--- src/rtl/fifo_pkg.sv ---
// Shared definitions for the 8x16 FIFO controller and its RAM wrapper.
//   RAM_WIDTH / RAM_DEPTH / ADDR_SIZE : geometry of the dual-port RAM
//   AF_THRESH / AE_THRESH             : default almost-full / almost-empty levels
//   addr_t / count_t / word_t         : address, occupancy and data types
//   op_e                              : accepted-operation encoding {push_ok, pop_ok}
package fifo_pkg;

    localparam int RAM_WIDTH = 16;
    localparam int RAM_DEPTH = 8;
    localparam int ADDR_SIZE = 3;
    localparam int AF_THRESH = 6;
    localparam int AE_THRESH = 1;

    typedef logic [ADDR_SIZE-1:0] addr_t;
    typedef logic [ADDR_SIZE:0]   count_t;
    typedef logic [RAM_WIDTH-1:0] word_t;

    typedef enum logic [1:0] {
        OP_IDLE = 2'b00,
        OP_POP  = 2'b01,
        OP_PUSH = 2'b10,
        OP_BOTH = 2'b11
    } op_e;

endpackage

--- src/rtl/fifo_ram8x16.sv ---
// 8x16 dual-port RAM with independent write and read clocks and a registered
// data_out. clr clears the output register only; array contents are not reset.
// Ports:
//   wr_clk, we, wr_addr, data_in : write port
//   rd_clk, re, rd_addr, data_out : read port, data_out valid one edge after re
//   clr                           : synchronous active-high clear of data_out
module fifo_ram8x16 (
    input  logic        wr_clk,
    input  logic        rd_clk,
    input  logic        clr,
    input  logic        we,
    input  logic [2:0]  wr_addr,
    input  logic [15:0] data_in,
    input  logic        re,
    input  logic [2:0]  rd_addr,
    output logic [15:0] data_out
);

    import fifo_pkg::*;

    word_t mem [RAM_DEPTH];

    always_ff @(posedge wr_clk) begin
        if (we) begin
            mem[wr_addr] <= data_in;
        end
    end

    always_ff @(posedge rd_clk) begin
        if (clr) begin
            data_out <= '0;
        end else if (re) begin
            data_out <= mem[rd_addr];
        end
    end

endmodule

--- src/rtl/fifo_top8x16.sv ---
// System-level wrapper: FIFO controller plus the 8x16 RAM, both RAM clocks
// tied to clk and the RAM clear tied to clr.
// Ports:
//   clk, clr          : clock and synchronous active-high reset
//   push, data_in     : producer side
//   pop, data_out     : consumer side, data_out valid when rd_valid is high
//   rd_valid, count, full, empty, almost_full, almost_empty, overflow, underflow
module fifo_top8x16 (
    input  logic        clk,
    input  logic        clr,
    input  logic        push,
    input  logic [15:0] data_in,
    input  logic        pop,
    output logic [15:0] data_out,
    output logic        rd_valid,
    output logic [3:0]  count,
    output logic        full,
    output logic        empty,
    output logic        almost_full,
    output logic        almost_empty,
    output logic        overflow,
    output logic        underflow
);

    import fifo_pkg::*;

    logic  ram_we;
    logic  ram_re;
    addr_t ram_wr_addr;
    addr_t ram_rd_addr;

    fifo_ctrl8x16 u_ctrl (
        .clk          (clk),
        .clr          (clr),
        .push         (push),
        .pop          (pop),
        .ram_we       (ram_we),
        .ram_wr_addr  (ram_wr_addr),
        .ram_re       (ram_re),
        .ram_rd_addr  (ram_rd_addr),
        .rd_valid     (rd_valid),
        .count        (count),
        .full         (full),
        .empty        (empty),
        .almost_full  (almost_full),
        .almost_empty (almost_empty),
        .overflow     (overflow),
        .underflow    (underflow)
    );

    fifo_ram8x16 u_ram (
        .wr_clk   (clk),
        .rd_clk   (clk),
        .clr      (clr),
        .we       (ram_we),
        .wr_addr  (ram_wr_addr),
        .data_in  (data_in),
        .re       (ram_re),
        .rd_addr  (ram_rd_addr),
        .data_out (data_out)
    );

endmodule

--- src/rtl/fifo_ctrl8x16.sv ---
// Single-clock FIFO controller driving the write and read ports of an
// 8x16 dual-port RAM. Tracks occupancy, produces registered occupancy flags,
// sticky overflow/underflow errors and a read-data-valid strobe aligned to the
// RAM's registered data_out.
// Ports:
//   clk          : clock, rising edge
//   clr          : synchronous active-high reset
//   push / pop   : producer write request / consumer read request
//   ram_we, ram_wr_addr : RAM write strobe and address (combinational)
//   ram_re, ram_rd_addr : RAM read strobe and address (combinational)
//   rd_valid     : RAM data_out holds the popped word this cycle
//   count        : occupancy, 0..RAM_DEPTH
//   full, empty, almost_full, almost_empty : registered occupancy flags
//   overflow, underflow : sticky error flags, cleared only by clr
module fifo_ctrl8x16 #(
    parameter int RAM_DEPTH = fifo_pkg::RAM_DEPTH,
    parameter int ADDR_SIZE = fifo_pkg::ADDR_SIZE,
    parameter int AF_THRESH = fifo_pkg::AF_THRESH,
    parameter int AE_THRESH = fifo_pkg::AE_THRESH
) (
    input  logic                 clk,
    input  logic                 clr,
    input  logic                 push,
    input  logic                 pop,
    output logic                 ram_we,
    output logic [ADDR_SIZE-1:0] ram_wr_addr,
    output logic                 ram_re,
    output logic [ADDR_SIZE-1:0] ram_rd_addr,
    output logic                 rd_valid,
    output logic [ADDR_SIZE:0]   count,
    output logic                 full,
    output logic                 empty,
    output logic                 almost_full,
    output logic                 almost_empty,
    output logic                 overflow,
    output logic                 underflow
);

    import fifo_pkg::*;

    localparam logic [ADDR_SIZE:0]   DEPTH_C   = (ADDR_SIZE+1)'(RAM_DEPTH);
    localparam logic [ADDR_SIZE:0]   AF_C      = (ADDR_SIZE+1)'(AF_THRESH);
    localparam logic [ADDR_SIZE:0]   AE_C      = (ADDR_SIZE+1)'(AE_THRESH);
    localparam logic [ADDR_SIZE:0]   CNT_ONE   = (ADDR_SIZE+1)'(1);
    localparam logic [ADDR_SIZE-1:0] PTR_ONE   = ADDR_SIZE'(1);
    localparam logic [ADDR_SIZE:0]   CNT_ZERO  = '0;

    logic [ADDR_SIZE-1:0] wr_ptr;
    logic [ADDR_SIZE-1:0] rd_ptr;
    logic [ADDR_SIZE:0]   count_next;
    logic                 push_ok;
    logic                 pop_ok;
    op_e                  op;

    // Accept decisions use the registered flags from the start of the cycle;
    // clr suppresses both strobes so nothing reaches the RAM during reset.
    always_comb begin
        push_ok    = push & ~full  & ~clr;
        pop_ok     = pop  & ~empty & ~clr;
        op         = op_e'({push_ok, pop_ok});
        count_next = count;
        unique case (op)
            OP_PUSH: count_next = count + CNT_ONE;
            OP_POP:  count_next = count - CNT_ONE;
            default: count_next = count;
        endcase
    end

    assign ram_we      = push_ok;
    assign ram_wr_addr = wr_ptr;
    assign ram_re      = pop_ok;
    assign ram_rd_addr = rd_ptr;

    always_ff @(posedge clk) begin
        if (clr) begin
            wr_ptr       <= '0;
            rd_ptr       <= '0;
            count        <= '0;
            full         <= 1'b0;
            empty        <= 1'b1;
            almost_full  <= 1'b0;
            almost_empty <= 1'b1;
            overflow     <= 1'b0;
            underflow    <= 1'b0;
            rd_valid     <= 1'b0;
        end else begin
            // Pointers are exactly ADDR_SIZE wide, so 7 -> 0 wraps for free.
            if (push_ok) begin
                wr_ptr <= wr_ptr + PTR_ONE;
            end
            if (pop_ok) begin
                rd_ptr <= rd_ptr + PTR_ONE;
            end
            count        <= count_next;
            // Flags come from the next count so they line up with count itself.
            full         <= (count_next == DEPTH_C);
            empty        <= (count_next == CNT_ZERO);
            almost_full  <= (count_next >= AF_C);
            almost_empty <= (count_next <= AE_C);
            if (push && full) begin
                overflow <= 1'b1;
            end
            if (pop && empty) begin
                underflow <= 1'b1;
            end
            // RAM data_out is registered, so the popped word appears one edge later.
            rd_valid <= pop_ok;
        end
    end

endmodule

--- config.mk ---
export PLATFORM = sky130hd
export DESIGN_NAME = fifo_top8x16
export DESIGN_NICKNAME = d
export VERILOG_FILES = /design/src/rtl/fifo_pkg.sv /design/src/rtl/fifo_ram8x16.sv /design/src/rtl/fifo_top8x16.sv /design/src/rtl/fifo_ctrl8x16.sv
export SDC_FILE = /design/constraint.sdc
export NUM_CORES = 1
export LEC_CHECK = 0
export ABC_CLOCK_PERIOD_IN_PS = 4200
export CORE_AREA = 2 2 103 154
export CTS_BUF_LIST = sky130_fd_sc_hd__clkbuf_4
export CTS_CLUSTER_DIAMETER = 30
export DETAILED_ROUTE_END_ITERATION = 6
export DIE_AREA = 0 0 105 156
export PLACE_DENSITY_LB_ADDON = 0.3
export SLEW_MARGIN = 25
export SYNTH_ARGS = -nofsm -noshare
export SYNTH_HDL_FRONTEND = slang
export SYNTH_SLANG_ARGS = --single-unit
--- constraint.sdc ---
create_clock -name clk -period 4.2 [get_ports clk]
set_clock_uncertainty 0.1 [all_clocks]
set_input_delay 0.84 -clock clk [delete_from_list [all_inputs] [get_ports clk]]
set_output_delay 0.84 -clock clk [all_outputs]
set_load 0.01 [all_outputs]
==> results.py, run 1 <==
metrics = {
    "outcome": {
        "status": "finished clean",
    },
    "route": {
        "detail-route-antenna-nets": 0,
        "routed_wl_um": 11800,
        "vias_per_cell": 5.27,
        "detailroute.via_count": 3253,
        "wl_per_cell_um": 19.1,
        "first_pass_iters": 4,
        "route.detailed.drc": 0,
        "drt-initial-drc-count": 123,
    },
    "synthesis": {
        "postSynthAreaPerCell_um2": 18.0,
        "synth_edf_count": 128,
        "synth_cell_types": 38,
        "synth_seq_cells": 161,
        "yosysTopAreaCell": "edfxtp_1",
        "netlist.area_leader.share_pct": 62.0,
        "async_flop_share_pct": 0,
        "synth.yosys.seq_area_share_pct": 72.7,
        "syn-cell-area_um2": 6200,
        "synth_warnings": 0,
        "synth_cells": 344,
        "netlist_top_cells_area": "edfxtp_1 62%, mux4_2 12%, dfxtp_1 11%",
        "syn-num-nets": 368,
        "synth-main-ff-cell": "edfxtp_1",
    },
    "cts": {
        "clk_pin_slew_ps": 140,
        "clk_latency_ps": 540,
        "cts_setup_buffers": 0,
        "h-tree-depth": 4,
        "clock-sinks": 161,
        "clock_path_buffers": 2,
        "cts_made_buffers": 17,
        "ctsHoldBuffers": 0,
        "root_buffer": "clkbuf_4",
        "ctsResizeCount": 0,
        "cts_tree": "yes",
    },
    "global_route": {
        "grt_pass1_wl_um": 18200,
        "grt_start_max_net_pins": 38,
        "grt_pass1_vias": 3413,
        "grt_overflow": 0,
        "antenna_found_initial": 1,
        "grt_usage_pct": 15.1,
    },
    "power_and_ir_drop": {
        "ir_drop_mv": 0.180,
        "p_leak_nw": 2.29,
        "power_density_nw_per_um2": 436,
    },
    "placement": {
        "placed_cells": 584,
        "dp_slack_ps": 760,
        "place_congestion": 0.852,
        "io_buffers": 46,
        "dp_hpwl_um": 7060,
    },
    "cells_and_area": {
        "area_growth_pct": 17.6,
        "fin_nets": 428,
        "regArea_um2": 4510,
        "multi_input_area_um2": 1590,
        "fillers": 1324,
        "drive_above_1_share_pct": 20.9,
        "instances_no_fill": 617,
    },
    "critical_path": {
        "end_kind": "flop",
        "max_stage_delay_ps": 500,
        "cpMostUsedCell": "o311ai_0",
        "worstPathRequired_ps": 4570,
        "reg2reg_from": "u_ctrl.full",
        "rrSetupSlack_ps": 1660,
        "rr_worst_depth": 9,
        "reg2reg_to": "u_ctrl.full",
        "startpoint_type": "input pin",
        "path_buf_inv": 2,
        "crit_type": "in2reg",
        "critPathSlowestCell": "clkdlybuf4s50_1",
        "crit_chain": "clkdlybuf4s50_1 -> nand2b_1 -> nor2_1 -> inv_1 -> ha_1 -> nor3b_1 -> o311ai_0 -> o311ai_0 -> o21ai_0 -> nor3_1",
        "worst-path-max-fanout": 9,
        "cp_top_family": "simple AND/OR/NAND/NOR gates",
        "worstPathArrival_ps": 3280,
    },
    "timing": {
        "setup_slack_ps": 1280,
        "finalHoldViolCount": 0,
        "grt_setup_unrepaired": "false",
        "fin_crit_ps": 2920,
        "fin_crit_sh_pct": 69.4,
        "tns_ps": 0,
        "max_freq_ghz": 0.343,
        "slew_viol_final": 0,
        "relSlewSlack_pct": 58.7,
        "tightest_slew_ps": 620,
        "setup_viol": 0,
    },
    "floorplan": {
        "fp.dieW_um": 105,
        "die-area_um2": 16400,
        "initial_core_util_pct": 41.3,
        "rows": 55,
        "core_area_um2": 15000,
        "die_h_um": 156,
        "top_level_ports": 47,
    },
    "worst_hold_path": {
        "worstHoldPathCells": 2,
        "worstHoldStart": "u_ctrl.underflow",
        "min_to": "u_ctrl.underflow",
        "hold_class": "reg2reg",
    },
    "run": {
        "maxCapViolCount": 0,
    },
}
## kinds of logic (layout without fill, tap and decap cells)
| group | count (synthesis) | in the layout | share of synthesized area (%) |
|---|---|---|---|
| DFF | 161 | 161 | 72.7 |
| buffers and inverters | 24 | 97 | 1.82 |
| and+or+nand+nor | 64 | 64 | 4.97 |
| muxes | 49 | 49 | 14.4 |
| adders and majority gates | 4 | 4 | 0.808 |
| AOI/OAI and AO/OA | 34 | 34 | 4.08 |
| xor gates and xnor gates | 8 | 8 | 1.25 |
| other | 0 | 1 | 0 |
## power by group
group / internal, mW / leakage, nW / switching, mW
combinational: 0.165 / 0.679 / 0.146
sequential: 1.77 / 1.43 / 0.0429
clock: 0.494 / 0.185 / 0.564
total: 2.43 / 2.29 / 0.753
## layout make-up
cell class              count  area share, %
multi-input cells         159           21.8
flip-flops and latches    161           61.8
inverters                   3          0.155
diodes                      1         0.0343
repair buffers             62           7.97
well taps                 199           3.42
clock buffers              17           1.75
clock inverters            15           3.00
## worst max path at each step
stage	startpoint	endpoint	slack (ps)	cells past startpoint
floorplan	clr	u_ram.mem[0][0]	1130	3
global placement	push	u_ctrl.almost_empty	870	10
detailed placement	pop	u_ctrl.almost_full	760	10
CTS	pop	u_ctrl.almost_full	1360	10
global route	push	u_ctrl.almost_empty	1130	10
finish	push	u_ctrl.full	1280	10
## layout by cell type (no fill, tap or decap), types with 2 or more instances in the layout
cell type	instances
dfxtp_1	32
mux2i_1	17
nor3b_1	2
a21oi_1	6
nor2_1	34
inv_6	5
xor2_1	4
clkinv_4	2
mux4_2	32
inv_8	3
nand2_1	10
clkdlybuf4s50_1	46
nand2b_1	5
nor3_2	2
bufinv_16	4
o311ai_0	2
edfxtp_1	128
ha_1	4
nor4b_1	2
a211oi_1	16
a21o_1	2
xnor2_1	3
inv_1	3
clkbuf_4	17
buf_4	16
## tightest hold or removal path: cells and delay by family, from the launching register on
kind	cells	cell delay, ps
DFF	1	350
and+or+nand+nor	1	70
AOI/OAI and AO/OA	1	40
## synthesized netlist by cell type, drive strengths merged, types with 2 or more instances
| cell type | n |
|---|---|
| ha | 4 |
| clkbuf | 12 |
| a21o | 2 |
| nand2 | 10 |
| nor2b | 2 |
| mux2i | 17 |
| nor2 | 34 |
| a21oi | 6 |
| xnor2 | 3 |
| nor3b | 3 |
| o311ai | 2 |
| nand2b | 5 |
| xor2 | 5 |
| nor4b | 2 |
| edfxtp | 128 |
| mux4 | 32 |
| nor3 | 3 |
| inv | 3 |
| a211oi | 17 |
| buf | 9 |
| dfxtp | 33 |
## through the flow
stage / util (%) / total power [mW] / hold WS (ps) / area [um2]
6_report: 48.6 / 3.18 / 384 / 7290
3_5_place_dp: 46.2 / 2.16 / 357 / 6940
4_1_cts: 48.6 / 3.22 / 391 / 7280
2_1_floorplan: - / 2.03 / 398 / 6200
5_1_grt: 48.6 / 3.31 / 437 / 7290
3_3_place_gp: 46.2 / 2.15 / 360 / 6940
## registers in the layout, indices dropped and copies added (netlist names)
register and count:
u_ctrl.ram_wr_addr 3, u_ctrl.ram_rd_addr 3, u_ctrl.almost_full 1, u_ram.data_out 16, u_ctrl.rd_valid 1, u_ctrl.underflow 1, u_ctrl.count 4, u_ctrl.almost_empty 1
u_ram.mem 128, u_ctrl.overflow 1, u_ctrl.empty 1, u_ctrl.full 1
## layer usage
layer,track usage [%],up-vias,share of wire [%]
met5,0,-,0
met1,17.3,1678,39
li1,-,1478,-
met2,26.7,82,54
met3,3.97,15,4.9
met4,6.16,0,1.8
No activity file was read; power rests on OpenSTA's default activity.
==> run 2, diff against run 1 <==
- ABC_CLOCK_PERIOD_IN_PS: 4200 -> 3000
- clock period: 4.2 -> 3 ns (I/O delays scaled with it)
==> run 2 against run 1 <==
Compared with the run above:
- clock-buffer cell count is 3 higher
- global-route usage is 0.43 points higher
- clock power is 35% higher
- combinational power is 47% higher
- sequential share of layout area is 0.89 points lower
- critical path depth stayed put
- highest routed layer unchanged
- largest power group unchanged
- critical path type unchanged
==> results.py, run 2 (same netlist as run 1, synthesis figures left out) <==
metrics = {
    "critical_path": {
        "rrSetupSlack_ps": 650,
        "rr_worst_depth": 9,
        "end_kind": "flop",
        "crit_chain": "clkdlybuf4s50_1 -> nor3b_4 -> nand2_1 -> xnor2_1 -> ha_1 -> a21o_1 -> nand3_1 -> or3b_1 -> xor2_1 -> a31o_1",
        "reg2reg_from": "u_ctrl.empty",
        "reg2reg_to": "u_ctrl.almost_empty",
        "path_buf_inv": 1,
        "critPathSlowestCell": "clkdlybuf4s50_1",
        "worstPathArrival_ps": 2830,
        "max_stage_delay_ps": 500,
        "startpoint_type": "input pin",
        "crit_type": "in2reg",
        "worstPathRequired_ps": 3330,
        "worst-path-max-fanout": 4,
        "crit_start": "clr",
        "cp_top_family": "simple AND/OR/NAND/NOR gates",
    },
    "cells_and_area": {
        "largest_reg_flops": 128,
        "top_register": "u_ram.mem",
        "layout_common_cells": "128 x edfxtp_1, 46 x clkdlybuf4s50_1, 34 x nor2_1",
        "drive_above_1_share_pct": 23.8,
        "fin_util_pct": 49.3,
        "fin_nets": 444,
        "largestRegisters": "u_ram.mem: 128 flops, u_ram.data_out: 16 flops, u_ctrl.count: 4 flops",
        "fillers": 1283,
        "area_growth_pct": 19.3,
        "final_common_cell": "edfxtp_1",
    },
    "global_route": {
        "gr-usage-met1_pct": 18.5,
        "grt_pass1_wl_um": 18700,
        "grt_overflow": 0,
        "use_met2_pct": 26.7,
        "grt_usage_pct": 15.5,
        "use_met3_pct": 3.26,
        "grt_pass1_vias": 3467,
        "antenna_found_initial": 1,
        "grt_start_max_net_pins": 36,
        "busiest_layer": "met2",
    },
    "cts": {
        "clock-sinks": 161,
        "clk_pin_slew_ps": 120,
        "cts_setup_buffers": 0,
        "clock_path_buffers": 2,
        "clk_latency_ps": 540,
        "cts_tree": "yes",
        "ctsHoldBuffers": 0,
        "ctsResizeCount": 0,
        "root_buffer": "clkbuf_4",
        "h-tree-depth": 4,
        "cts_made_buffers": 17,
    },
    "outcome": {
        "status": "finished clean",
    },
    "timing": {
        "grt_setup_unrepaired": "false",
        "tightest_slew_ps": 645,
        "fin_crit_ps": 2500,
        "finalHoldViolCount": 0,
        "relSlewSlack_pct": 57.0,
        "slew_viol_final": 0,
        "max_freq_ghz": 0.400,
        "setup_viol": 0,
        "fin_crit_sh_pct": 83.3,
        "holdWs_ps": 383,
    },
    "floorplan": {
        "die_h_um": 156,
        "die-area_um2": 16400,
        "rows": 55,
        "top_level_ports": 47,
        "initial_core_util_pct": 41.3,
        "fp.dieW_um": 105,
        "core_area_um2": 15000,
    },
    "placement": {
        "io_buffers": 46,
        "place_congestion": 0.901,
        "dp_hpwl_um": 7750,
    },
    "route": {
        "route.detailed.drc": 0,
        "first_pass_iters": 4,
        "detail-route-antenna-nets": 0,
        "routed_wl_um": 11900,
        "detailroute.via_count": 3319,
        "vias_per_cell": 5.24,
        "wl_per_cell_um": 18.8,
        "drt-initial-drc-count": 149,
    },
    "power_and_ir_drop": {
        "ir_drop_mv": 0.296,
        "power_density_nw_per_um2": 598,
        "power_mw": 4.42,
        "p_leak_nw": 2.36,
    },
    "worst_hold_path": {
        "worstHoldPathCells": 2,
        "min_to": "u_ctrl.underflow",
        "hold_class": "reg2reg",
        "worstHoldStart": "u_ctrl.underflow",
    },
    "run": {
        "maxCapViolCount": 0,
    },
}
run 2: layout make-up:
class	count	area, um2	share of cell area (%)
Clock buffer	20	150	2.03
Clock inverter	12	183	2.47
Sequential cell	161	4510	60.9
Tap cell	199	249	3.37
Multi-Input combinational cell	159	1590	21.5
Antenna cell	1	2.50	0.0338
Timing Repair Buffer	78	701	9.48
Inverter	3	11.3	0.152
run 2: tightest hold or removal path, delay by kind of cell, from the launching register on:
family	cells	cell delay, ps
flip-flops	1	350
AND/OR/NAND/NOR	1	70
AO/OA/AOI/OAI	1	40
run 2: how the worst max path moves through the flow:
| stage | to | slack, ps | depth (start not counted) |
|---|---|---|---|
| 2_1_floorplan | u_ram.mem[0][0] | 170 | 3 |
| 3_3_place_gp | u_ctrl.almost_empty | 30 | 10 |
| 3_5_place_dp | u_ctrl.almost_empty | -50 | 10 |
| 4_1_cts | u_ctrl.almost_empty | 540 | 10 |
| 5_1_grt | u_ctrl.almost_empty | 370 | 10 |
| 6_report | u_ctrl.almost_empty | 500 | 10 |
run 2: per-stage QoR:
| step | area, um2 | worst slack, ps | instances | TNS [ps] |
|---|---|---|---|---|
| after detailed placement | 7060 | -46.2 | 600 | -91.8 |
| after CTS | 7390 | 542 | 632 | 0 |
| after global placement | 7060 | 28.1 | 600 | 0 |
| final | 7390 | 500 | 633 | 0 |
| after global routing | 7390 | 373 | 633 | 0 |
| after floorplan | 6200 | 170 | 344 | 0 |
run 2: metal layers:
layer | part of all wire, % | up-vias
met1 | 41 | 1683
met4 | 2.4 | 0
met3 | 4.6 | 20
li1 | - | 1511
met5 | 0 | -
met2 | 52 | 105
run 2: power breakdown:
part | internal, mW | switching [mW] | leakage, nW
clock network | 0.698 | 0.734 | 0.172
logic | 0.245 | 0.210 | 0.763
registers | 2.47 | 0.0592 | 1.43
==> run 3, diff against run 2 <==
- ABC_CLOCK_PERIOD_IN_PS: 3000 -> 2500
- clock period: 3 -> 2.5 ns (I/O delays scaled with it)
==> run 3 against run 2 <==
Compared with the run above:
- core utilization down 0.13 points
- register-to-register slack worse by 450 ps
- sequential share of layout area up 0.16 points
- clock power rose by 3%
- worst setup slack lost 390 ps
- power rose by 15%
- wire length shrank 0.29%
- non-clock buffer count unchanged
- final cell count stayed put
- sequential cell count did not move
- combinational power grew 23%
- sequential power grew 20%
- largest cell class unchanged
- largest power group unchanged
==> results.py, run 3 (same netlist as run 1, synthesis figures left out) <==
metrics = {
    "cells_and_area": {
        "final_common_cell": "edfxtp_1",
        "area_growth_pct": 19.0,
        "top_register": "u_ram.mem",
        "layout_common_cells": "128 x edfxtp_1, 46 x clkdlybuf4s50_1, 34 x nor2_1",
        "fin_nets": 444,
        "drive_above_1_share_pct": 23.6,
        "largestRegisters": "u_ram.mem: 128 flops, u_ram.data_out: 16 flops, u_ctrl.count: 4 flops",
        "largest_reg_flops": 128,
    },
    "route": {
        "first_pass_iters": 6,
        "wl_per_cell_um": 18.7,
        "drt-initial-drc-count": 181,
        "routed_wl_um": 11900,
        "detailroute.via_count": 3279,
        "detail-route-antenna-nets": 0,
        "route.detailed.drc": 0,
        "vias_per_cell": 5.18,
    },
    "floorplan": {
        "die-area_um2": 16400,
        "top_level_ports": 47,
        "initial_core_util_pct": 41.3,
        "fp.dieW_um": 105,
        "rows": 55,
        "core_area_um2": 15000,
        "die_h_um": 156,
    },
    "timing": {
        "relSlewSlack_pct": 67.6,
        "slew_viol_final": 0,
        "fin_crit_ps": 2390,
        "finalHoldViolCount": 0,
        "grt_setup_unrepaired": "false",
        "tns_ps": 0,
        "max_freq_ghz": 0.419,
        "tightest_slew_ps": 479,
        "setup_viol": 0,
        "holdWs_ps": 367,
        "fin_crit_sh_pct": 95.5,
    },
    "cts": {
        "cts_setup_buffers": 0,
        "cts_tree": "yes",
        "root_buffer": "clkbuf_4",
        "h-tree-depth": 4,
        "clock_path_buffers": 2,
        "clk_latency_ps": 520,
        "ctsHoldBuffers": 0,
        "cts_made_buffers": 17,
        "clk_pin_slew_ps": 130,
        "clock-sinks": 161,
    },
    "critical_path": {
        "end_kind": "flop",
        "startpoint_type": "input pin",
        "reg2reg_from": "u_ctrl.empty",
        "worstPathRequired_ps": 2810,
        "crit_start": "clr",
        "max_stage_delay_ps": 500,
        "critPathSlowestCell": "clkdlybuf4s50_1",
        "worstPathArrival_ps": 2700,
        "crit_chain": "clkdlybuf4s50_1 -> nor3b_4 -> nand2_1 -> xnor2_1 -> ha_1 -> a21o_1 -> nand3_1 -> or3b_1 -> xor2_1 -> o22ai_1",
        "worst-path-max-fanout": 4,
        "crit_type": "in2reg",
    },
    "power_and_ir_drop": {
        "ir_drop_mv": 0.307,
        "p_leak_nw": 2.34,
        "power_mw": 5.06,
        "power_density_nw_per_um2": 686,
    },
    "placement": {
        "io_buffers": 46,
        "dp_hpwl_um": 7540,
        "place_congestion": 0.879,
    },
    "global_route": {
        "grt_usage_pct": 15.6,
        "grt_start_max_net_pins": 36,
        "antenna_found_initial": 1,
        "grt_pass1_vias": 3462,
        "grt_overflow": 0,
        "grt_pass1_wl_um": 18800,
    },
    "outcome": {
        "status": "finished clean",
    },
    "worst_hold_path": {
        "worstHoldStart": "u_ctrl.ram_rd_addr[1]",
        "hold_class": "reg2reg",
    },
    "run": {
        "maxCapViolCount": 0,
    },
}
run 3: final timing paths:
kind | slack, ps | end | cells after the start
setup / recovery | 110 | u_ctrl.almost_full | 10
hold / removal | 370 | u_ctrl.ram_rd_addr[1] | 2
setup reg to reg | 200 | u_ctrl.almost_full | 9
hold reg to reg | 370 | u_ctrl.ram_rd_addr[1] | 2
run 3: routing by layer:
layer,track usage [%],share of wire [%]
met2,28.4,55
met4,6.29,1.9
met1,17.2,40
met5,0,0
met3,3.88,3.7
run 3: layout make-up:
cell class / count / area (um2)
inverters: 3 / 11.3
diodes: 1 / 2.50
flip-flops and latches: 161 / 4510
well taps: 199 / 249
multi-input cells: 159 / 1590
clock inverters: 14 / 139
clock buffers: 18 / 135
fillers: 1299 / 7630
repair buffers: 78 / 738
run 3: timing repair:
item / 4_1_cts / 5_1_grt
endpoints found under the setup margin: 0 / 1
hold endpoints to repair: 0 / 0
resized for setup: 0 / 1
run 3: worst max-delay path: cells and delay by family:
| family | cells | cell delay [ps] |
|---|---|---|
| buf+inv | 1 | 500 |
| xor+xnor | 2 | 360 |
| compound gates | 2 | 300 |
| fa+ha+maj | 1 | 210 |
| simple gates | 4 | 820 |
run 3: stage by stage:
step / area [um2] / util [%] / worst slack, ps / instances
3_5_place_dp: 7100 / 47.3 / -440 / 600
3_3_place_gp: 7100 / 47.3 / -360 / 600
4_1_cts: 7370 / 49.1 / 163 / 632
2_1_floorplan: 6210 / - / 140 / 344
6_report: 7370 / 49.2 / 112 / 633
5_1_grt: 7370 / 49.2 / 4.64 / 633
run 3: where the power goes:
| group | internal [mW] | total (mW) | switching [mW] |
|---|---|---|---|
| combinational | 0.299 | 0.560 | 0.261 |
| clock | 0.601 | 1.47 | 0.872 |
| sequential | 2.97 | 3.03 | 0.0587 |
